===== config.mk =====
export PLATFORM = sky130hd
export DESIGN_NAME = vram_port_arbiter
export DESIGN_NICKNAME = d
export VERILOG_FILES = /design/src/rtl/vram_port_arbiter.sv
export SDC_FILE = /design/constraint.sdc
export NUM_CORES = 1
export LEC_CHECK = 0
export ABC_CLOCK_PERIOD_IN_PS = 1630
export CAP_MARGIN = 10
export CORE_MARGIN = 4
export CORE_UTILIZATION = 36
export DETAILED_ROUTE_END_ITERATION = 8
export PLACE_DENSITY = 0.81
export SYNTH_ARGS = -nofsm -noshare
export SYNTH_HDL_FRONTEND = slang
export SYNTH_SLANG_ARGS = --single-unit

===== constraint.sdc =====
create_clock -name clk -period 1.63 [get_ports clk]
set_input_delay 0.2445 -clock clk [delete_from_list [all_inputs] [get_ports clk]]
set_output_delay 0.2445 -clock clk [all_outputs]
set_load 0.005 [all_outputs]

===== src/rtl/vram_port_arbiter.sv =====
// ============================================================================
//  Module  : vram_port_arbiter
//  Brief   : Shares VRAM port A between CPU (fixed priority) and blitter, with
//            a starvation guard and a tagged 2-stage read-return pipeline.
//  Rev     : 1.0  initial release
// ============================================================================
`default_nettype none

module vram_port_arbiter #(
  parameter int STARVE_MAX = 4
) (
  input  logic        clk,
  input  logic        reset,
  // CPU bus interface
  input  logic        cpu_req,
  input  logic        cpu_we,
  input  logic [12:0] cpu_addr,
  input  logic [15:0] cpu_wdata,
  output logic        cpu_gnt,
  output logic        cpu_rvalid,
  output logic [15:0] cpu_rdata,
  // GPU blitter
  input  logic        blt_req,
  input  logic        blt_we,
  input  logic [12:0] blt_addr,
  input  logic [15:0] blt_wdata,
  output logic        blt_gnt,
  output logic        blt_rvalid,
  output logic [15:0] blt_rdata,
  // BSRAM port A
  output logic        ram_cea,
  output logic        ram_wrea,
  output logic        ram_ocea,
  output logic        ram_reseta,
  output logic [12:0] ram_ada,
  output logic [15:0] ram_dina,
  input  logic [15:0] ram_douta
);

  localparam logic [3:0] c_STARVE_MAX = 4'(STARVE_MAX);

  logic [3:0]  r_starve_cnt;
  logic        r_cea;
  logic        r_wrea;
  logic [12:0] r_ada;
  logic [15:0] r_dina;
  logic        r_s0_vld;
  logic        r_s0_own;
  logic        r_s1_vld;
  logic        r_s1_own;

  logic        w_force_blt;
  logic        w_cpu_gnt;
  logic        w_blt_gnt;
  logic        w_any_gnt;
  logic        w_win_we;
  logic [12:0] w_win_addr;
  logic [15:0] w_win_wdata;

  // Blitter is forced through once the CPU has won STARVE_MAX times in a row.
  assign w_force_blt = blt_req & (r_starve_cnt == c_STARVE_MAX);
  assign w_cpu_gnt   = cpu_req & ~w_force_blt & ~reset;
  assign w_blt_gnt   = blt_req & (~cpu_req | w_force_blt) & ~reset;
  assign w_any_gnt   = w_cpu_gnt | w_blt_gnt;

  always_comb begin
    w_win_we    = 1'b0;
    w_win_addr  = cpu_addr;
    w_win_wdata = cpu_wdata;
    if (w_blt_gnt) begin
      w_win_we    = blt_we;
      w_win_addr  = blt_addr;
      w_win_wdata = blt_wdata;
    end else if (w_cpu_gnt) begin
      w_win_we    = cpu_we;
    end
  end

  always_ff @(posedge clk) begin
    if (reset) begin
      r_starve_cnt <= 4'd0;
    end else if (w_blt_gnt || !blt_req) begin
      r_starve_cnt <= 4'd0;
    end else if (w_cpu_gnt) begin
      r_starve_cnt <= r_starve_cnt + 4'd1;
    end
  end

  always_ff @(posedge clk) begin
    if (reset) begin
      r_cea  <= 1'b0;
      r_wrea <= 1'b0;
      r_ada  <= 13'd0;
      r_dina <= 16'd0;
    end else begin
      r_cea  <= w_any_gnt;
      r_wrea <= w_win_we;
      if (w_any_gnt) begin
        r_ada  <= w_win_addr;
        r_dina <= w_win_wdata;
      end
    end
  end

  // Owner bit: 1 = blitter. Stage 1 lines up with ram_douta of the read.
  always_ff @(posedge clk) begin
    if (reset) begin
      r_s0_vld <= 1'b0;
      r_s0_own <= 1'b0;
      r_s1_vld <= 1'b0;
      r_s1_own <= 1'b0;
    end else begin
      r_s0_vld <= w_any_gnt & ~w_win_we;
      r_s0_own <= w_blt_gnt;
      r_s1_vld <= r_s0_vld;
      r_s1_own <= r_s0_own;
    end
  end

  assign cpu_gnt    = w_cpu_gnt;
  assign blt_gnt    = w_blt_gnt;
  assign cpu_rvalid = r_s1_vld & ~r_s1_own;
  assign blt_rvalid = r_s1_vld & r_s1_own;
  assign cpu_rdata  = ram_douta;
  assign blt_rdata  = ram_douta;

  assign ram_cea    = r_cea;
  assign ram_wrea   = r_wrea;
  assign ram_ocea   = 1'b1;
  assign ram_reseta = reset;
  assign ram_ada    = r_ada;
  assign ram_dina   = r_dina;

endmodule

`default_nettype wire


==> Word level (Yosys, flattened, before mapping) <==
Cells that the tools add are included.
W data, S select, Z words.
{ "classes": {"add_sub_neg": 1, "n_eq_ne": 1, "mux": 4, "bitwise_logic": 15, "n_reduce_logical": 3} }
{ "op_table": {"columns": ["operator", "count"], "rows": [
  ["$mux W16", 1],
  ["$mux W13", 1],
  ["$and A1 B1 Y1", 8],
  ["$not A1 Y1", 5],
  ["$add A4 B1 Y4 const B", 1],
  ["$eq A4 B3 Y1 const B", 1],
  ["$mux W1", 2],
  ["$or A1 B1 Y1", 2],
  ["$reduce_or A2 Y1", 1],
  ["$logic_not A1 Y1", 1],
  ["$logic_or A1 B1 Y1", 1]
]} }
{ "word_totals": {"regBits": 39, "input_bits": 80, "out_inout_bits": 69} }

==> Logic depth before layout (Yosys ltp) <==
{ "logic_depth": {"word_depth": 9, "ltp_mapped": 6} }

==> Worst setup path after synthesis <==
No wires, ideal clock.
{ "synth_timing": {"path_type": "register to register", "from": "reg r_starve_cnt[0]", "to": "reg r_ada[12] (netlist: ram_ada[12])", "arrival_ns": 1.374, "required_time_ns": 1.552, "setup_slack_ns": 0.179, "stages_incl_launch_ff": 7, "path_buffers": 1, "period_less_slack_ns": 1.451, "path_cell_list": "dfxtp_1 -> inv_1 -> ha_1 -> nand3b_1 -> buf_2 -> mux2_2 -> nor3_1"} }
{ "synth_between": {"elab_chain_cells": 6, "elab_cells_between_ends": 10, "cone_classes": "1 x eq/ne; 1 x mux; 8 x bitwise"} }
{ "synth_rtl": {"columns": ["element", "line_no", "text"], "rows": [
  ["from (decl)", "42", "logic [3:0] r_starve_cnt;"],
  ["from (signal assigned)", "85", "r_starve_cnt <= r_starve_cnt + 4'd1;"],
  ["$eq A4 B3 Y1 (*)", "61", "assign w_force_blt = blt_req & (r_starve_cnt == c_STARVE_MAX);"],
  ["$and A1 B1 Y1 (*)", "61", null],
  ["$or A1 B1 Y1 or $not A1 Y1 (tied branches)", "63, 62", null],
  ["$and A1 B1 Y1, on equally long branches (2 in a row)", "63, 62", null],
  ["$mux W13 or $or A1 B1 Y1 (tied branches)", "70, 64", null],
  ["to (signal assigned)", "99", "r_ada <= w_win_addr;"],
  ["to (decl)", "45", "logic [12:0] r_ada;"]
]} }
Mark *: on every way between the ends. The rest lies on a longest branch, timed or not.
A chain may end at the register's enable or synchronous reset.

==> Final worst setup path <==
{ "layout_timing": {"from": "reg r_starve_cnt[1]", "to": "reg r_dina[11] (netlist: ram_dina[11])"} }
{ "layout_between": {"elab_chain_cells": 6, "elab_cells_between_ends": 10, "cone_classes": "1 x eq/ne; 1 x mux; 8 x bitwise"} }
{ "layout_rtl": {"columns": ["element", "line_no", "text"], "rows": [
  ["$eq A4 B3 Y1 (*)", "61", null],
  ["$and A1 B1 Y1 (*)", "61", null],
  ["$or A1 B1 Y1 or $not A1 Y1 (tied branches)", "63, 62", null],
  ["$and A1 B1 Y1, on equally long branches (2 in a row)", "63, 62", null],
  ["$mux W16 or $or A1 B1 Y1 (tied branches)", "70, 64", null],
  ["to (signal assigned)", "100", "r_dina <= w_win_wdata;"],
  ["to (decl)", "46", "logic [15:0] r_dina;"]
]} }
Marked as above.

==> results.sh <==
export IMPL_dp_hpwl_um=4210
export IMPL_yosysMostFrequentCell="dfxtp_1"
export IMPL_viasPerCell=5.06
export IMPL_seq_area_um2=783
export IMPL_r2r_end="ram_dina[11]"
export IMPL_htree_num_levels=2
export IMPL_yosys_warnings=0
export IMPL_clk_insertion_delay_late_ps=290
export IMPL_dp_worst_setup_slack_ps=-144
export IMPL_area_growth_pct=45.6
export IMPL_diodes=0
export IMPL_ys_top_cells_by_count="dfxtp_1 (39), buf_4 (34), nor2_1 (30), a221o_1 (22), mux2i_1 (22)"
export IMPL_worstPathArrival_ps=1820
export IMPL_track_usage_pct=15.3
export IMPL_crit_start="r_starve_cnt[1]"
export IMPL_ys_flop_type="dfxtp_1"
export IMPL_synth_async_reset_ratio_pct=0
export IMPL_routedWlPerCell_um=14.7
export IMPL_nNetsFinal=389
export IMPL_rr_worst_depth=8
export IMPL_overflow=0
export IMPL_p_leak_nw=1.30
export IMPL_layout_setup_ws_ps=-9.72
export IMPL_worst_setup_hold_path_clk_slew_ps=90
export IMPL_synth_cells=235
export IMPL_antenna_found_initial=0
export IMPL_rows=28
export IMPL_critPathKind="register to register"
export IMPL_hold_ws_ps=377
export IMPL_synth_area_top_cells="dfxtp_1 (35%), buf_4 (11%), a221o_1 (9.9%)"
export IMPL_critPathBufInv=4
export IMPL_place_gp_congestion=0.722
export IMPL_drt_first_pass_iters=4
export IMPL_ys_seq_area_share_pct=35.1
export IMPL_synthDominantCellAreaShare_pct=35.1
export IMPL_drt_iter0_drc=48
export IMPL_synth_edff_count=0
export IMPL_clock_fmax_mhz=610
export IMPL_io_buffers=99
export IMPL_cts_root_buf="clkbuf_8"
export IMPL_maxCapViolCount=0
export IMPL_status="finished with violations"
export IMPL_end_kind="register"
export IMPL_drcViolationCount=0
export IMPL_timing_rr_start="r_starve_cnt[1]"
export IMPL_hold_violations=0
export IMPL_cpPeakStageDelay_ps=340
export IMPL_cp_endpoint="ram_dina[11]"
export IMPL_drive_gt1_share_pct=16.6
export IMPL_worst_clock_skew_ps=7.38
export IMPL_rrSetupSlack_ps=-10
export IMPL_setup_violations=3
export IMPL_multiInputGateArea_um2=1090
export IMPL_worst_path_most_repeated_cell="buf_4"
export IMPL_chipHeight_um=86.6
export IMPL_period_share_pct=101
export IMPL_maxSlewViolCount=0
export IMPL_grt_pass1_wl_um=9360
export IMPL_synth_nets=317
export IMPL_synth_top_area_cell="dfxtp_1"
export IMPL_vdd_drop_max_uv=316
export IMPL_cp_slowest_cell="dfxtp_2"
export IMPL_io_pins=149
export IMPL_drt_wl_total_um=5620
export IMPL_tritoncts="done"
export IMPL_rsz0062_at_grt="yes"
export IMPL_ant_nets=0
export IMPL_start_util_pct=37.4
export IMPL_crit_path_start_kind="register"
export IMPL_fillers=573
export IMPL_clock_path_buffers=2
export IMPL_critPathMaxFanout=22
export IMPL_syn_area_um2=2230
export IMPL_fin_crit_ps=1640
export IMPL_holdCritPathClass="primary input to register"
export IMPL_violations="setup timing"
export IMPL_cts_buffers_inserted=5
export IMPL_grt_max_degree=28
export IMPL_synth_area_per_cell_um2=9.47
export IMPL_die_w_um=86.6
export IMPL_core_area_um2=5960
export IMPL_crit_cells=8
export IMPL_worst_ep_required_time_ps=1810
export IMPL_ys_seq_elements=39
export IMPL_synth_cell_types=29
export IMPL_grt_pass1_vias=2173
export IMPL_via_count=1939
export IMPL_crit_chain="inv_2 -> ha_4 -> nand3b_1 -> buf_4 -> buf_4 -> nor2_1 -> buf_12 -> a221o_1"
export IMPL_powerDensity_nw_per_um2=751
export IMPL_crit_family="buffers and inverters"
export IMPL_clock_sinks=39
export IMPL_die_area_um2=7500
[power by group]
part | total [W] | internal (W) | switching, W
clock | 0.000835 | 0.000464 | 0.000371
sequential | 0.00105 | 0.00102 | 0.0000313
combinational | 0.000553 | 0.000366 | 0.000187
total | 0.00244 | 0.00185 | 0.000589
[cell families (layout without fill, tap and decap cells)]
kind of cell | after synthesis | count (layout) | share of synthesized area (%)
AOI/OAI and AO/OA | 33 | 33 | 13.7
adders and majority gates | 2 | 2 | 1.12
and+or+nand+nor | 66 | 66 | 15.4
xor gates and xnor gates | 2 | 2 | 0.787
buffers and inverters | 56 | 129 | 16.8
DFF | 39 | 39 | 35.1
other | 1 | 1 | 0.168
muxes | 36 | 36 | 17.0
[timing repair]
action	CTS	global route
gates resized for setup	15	1
buffers inserted	1	0
setup endpoints to repair	4	25
hold buffers	0	0
pin swaps	3	1
[state kept, by name (all words and copies together) (netlist names)]
register      cells
r_s1_vld          1
r_s0_own          1
r_s1_own          1
ram_dina         16
r_s0_vld          1
ram_cea           1
r_starve_cnt      4
ram_ada          13
ram_wrea          1
[worst min-delay path by stage]
stage,end,depth (start not counted),from
finish,r_s0_own,4,blt_req
detailed placement,r_s1_vld,1,r_s0_vld
global placement,r_s1_vld,1,r_s0_vld
CTS,r_s0_own,4,blt_req
global route,r_s0_own,4,blt_req
floorplan,r_s0_vld,1,cpu_we
[tightest hold or removal path, cell delays in order]
cell and delay, ps:
buf_2 130, nand2b_1 100, buf_4 120, nor2_1 30
[layer usage]
layer  track usage (%)  up-vias  wire length, µm
li1                  -      949                -
met1              16.4      898             2200
met2              27.4       75             2780
met3              4.37       17              522
met4              6.94        0              113
met5                 0        -                0
[layout make-up]
class,instances,share of cell area (%)
Inverter,5,0.579
Sequential cell,39,24.2
Clock buffer,5,2.12
Clock inverter,3,1.47
Timing Repair Buffer,116,35.2
Multi-Input combinational cell,140,33.6
Tap cell,75,2.89
[metrics by stage]
step           utilization, %  TNS, ps  std cells  total power, W  area (µm²)
6_report                 54.4    -23.0        383         0.00244        3240
5_1_grt                  54.4    -1870        383         0.00255        3240
4_1_cts                  54.4    -64.3        383         0.00247        3240
3_5_place_dp             52.2    -2810        374         0.00162        3110
3_3_place_gp             52.2    -2210        374         0.00161        3110
2_1_floorplan               -        0        235         0.00135        2230
[placed cells by master, fill, tap and decap left out, types with 2 or more instances in the layout]
cell type,instances
nor2_1,29
dfxtp_1,37
mux2i_1,22
buf_12,3
dfxtp_2,2
buf_4,14
nand2b_1,3
a221o_1,22
nand3_1,2
clkdlybuf4s50_1,96
clkbuf_8,5
inv_2,3
nor3_1,7
nor3b_1,14
o22ai_1,7
inv_1,2
mux2_2,14
o32ai_1,2
buf_2,3
nor2b_1,4
(Power assumes the default switching activity.)
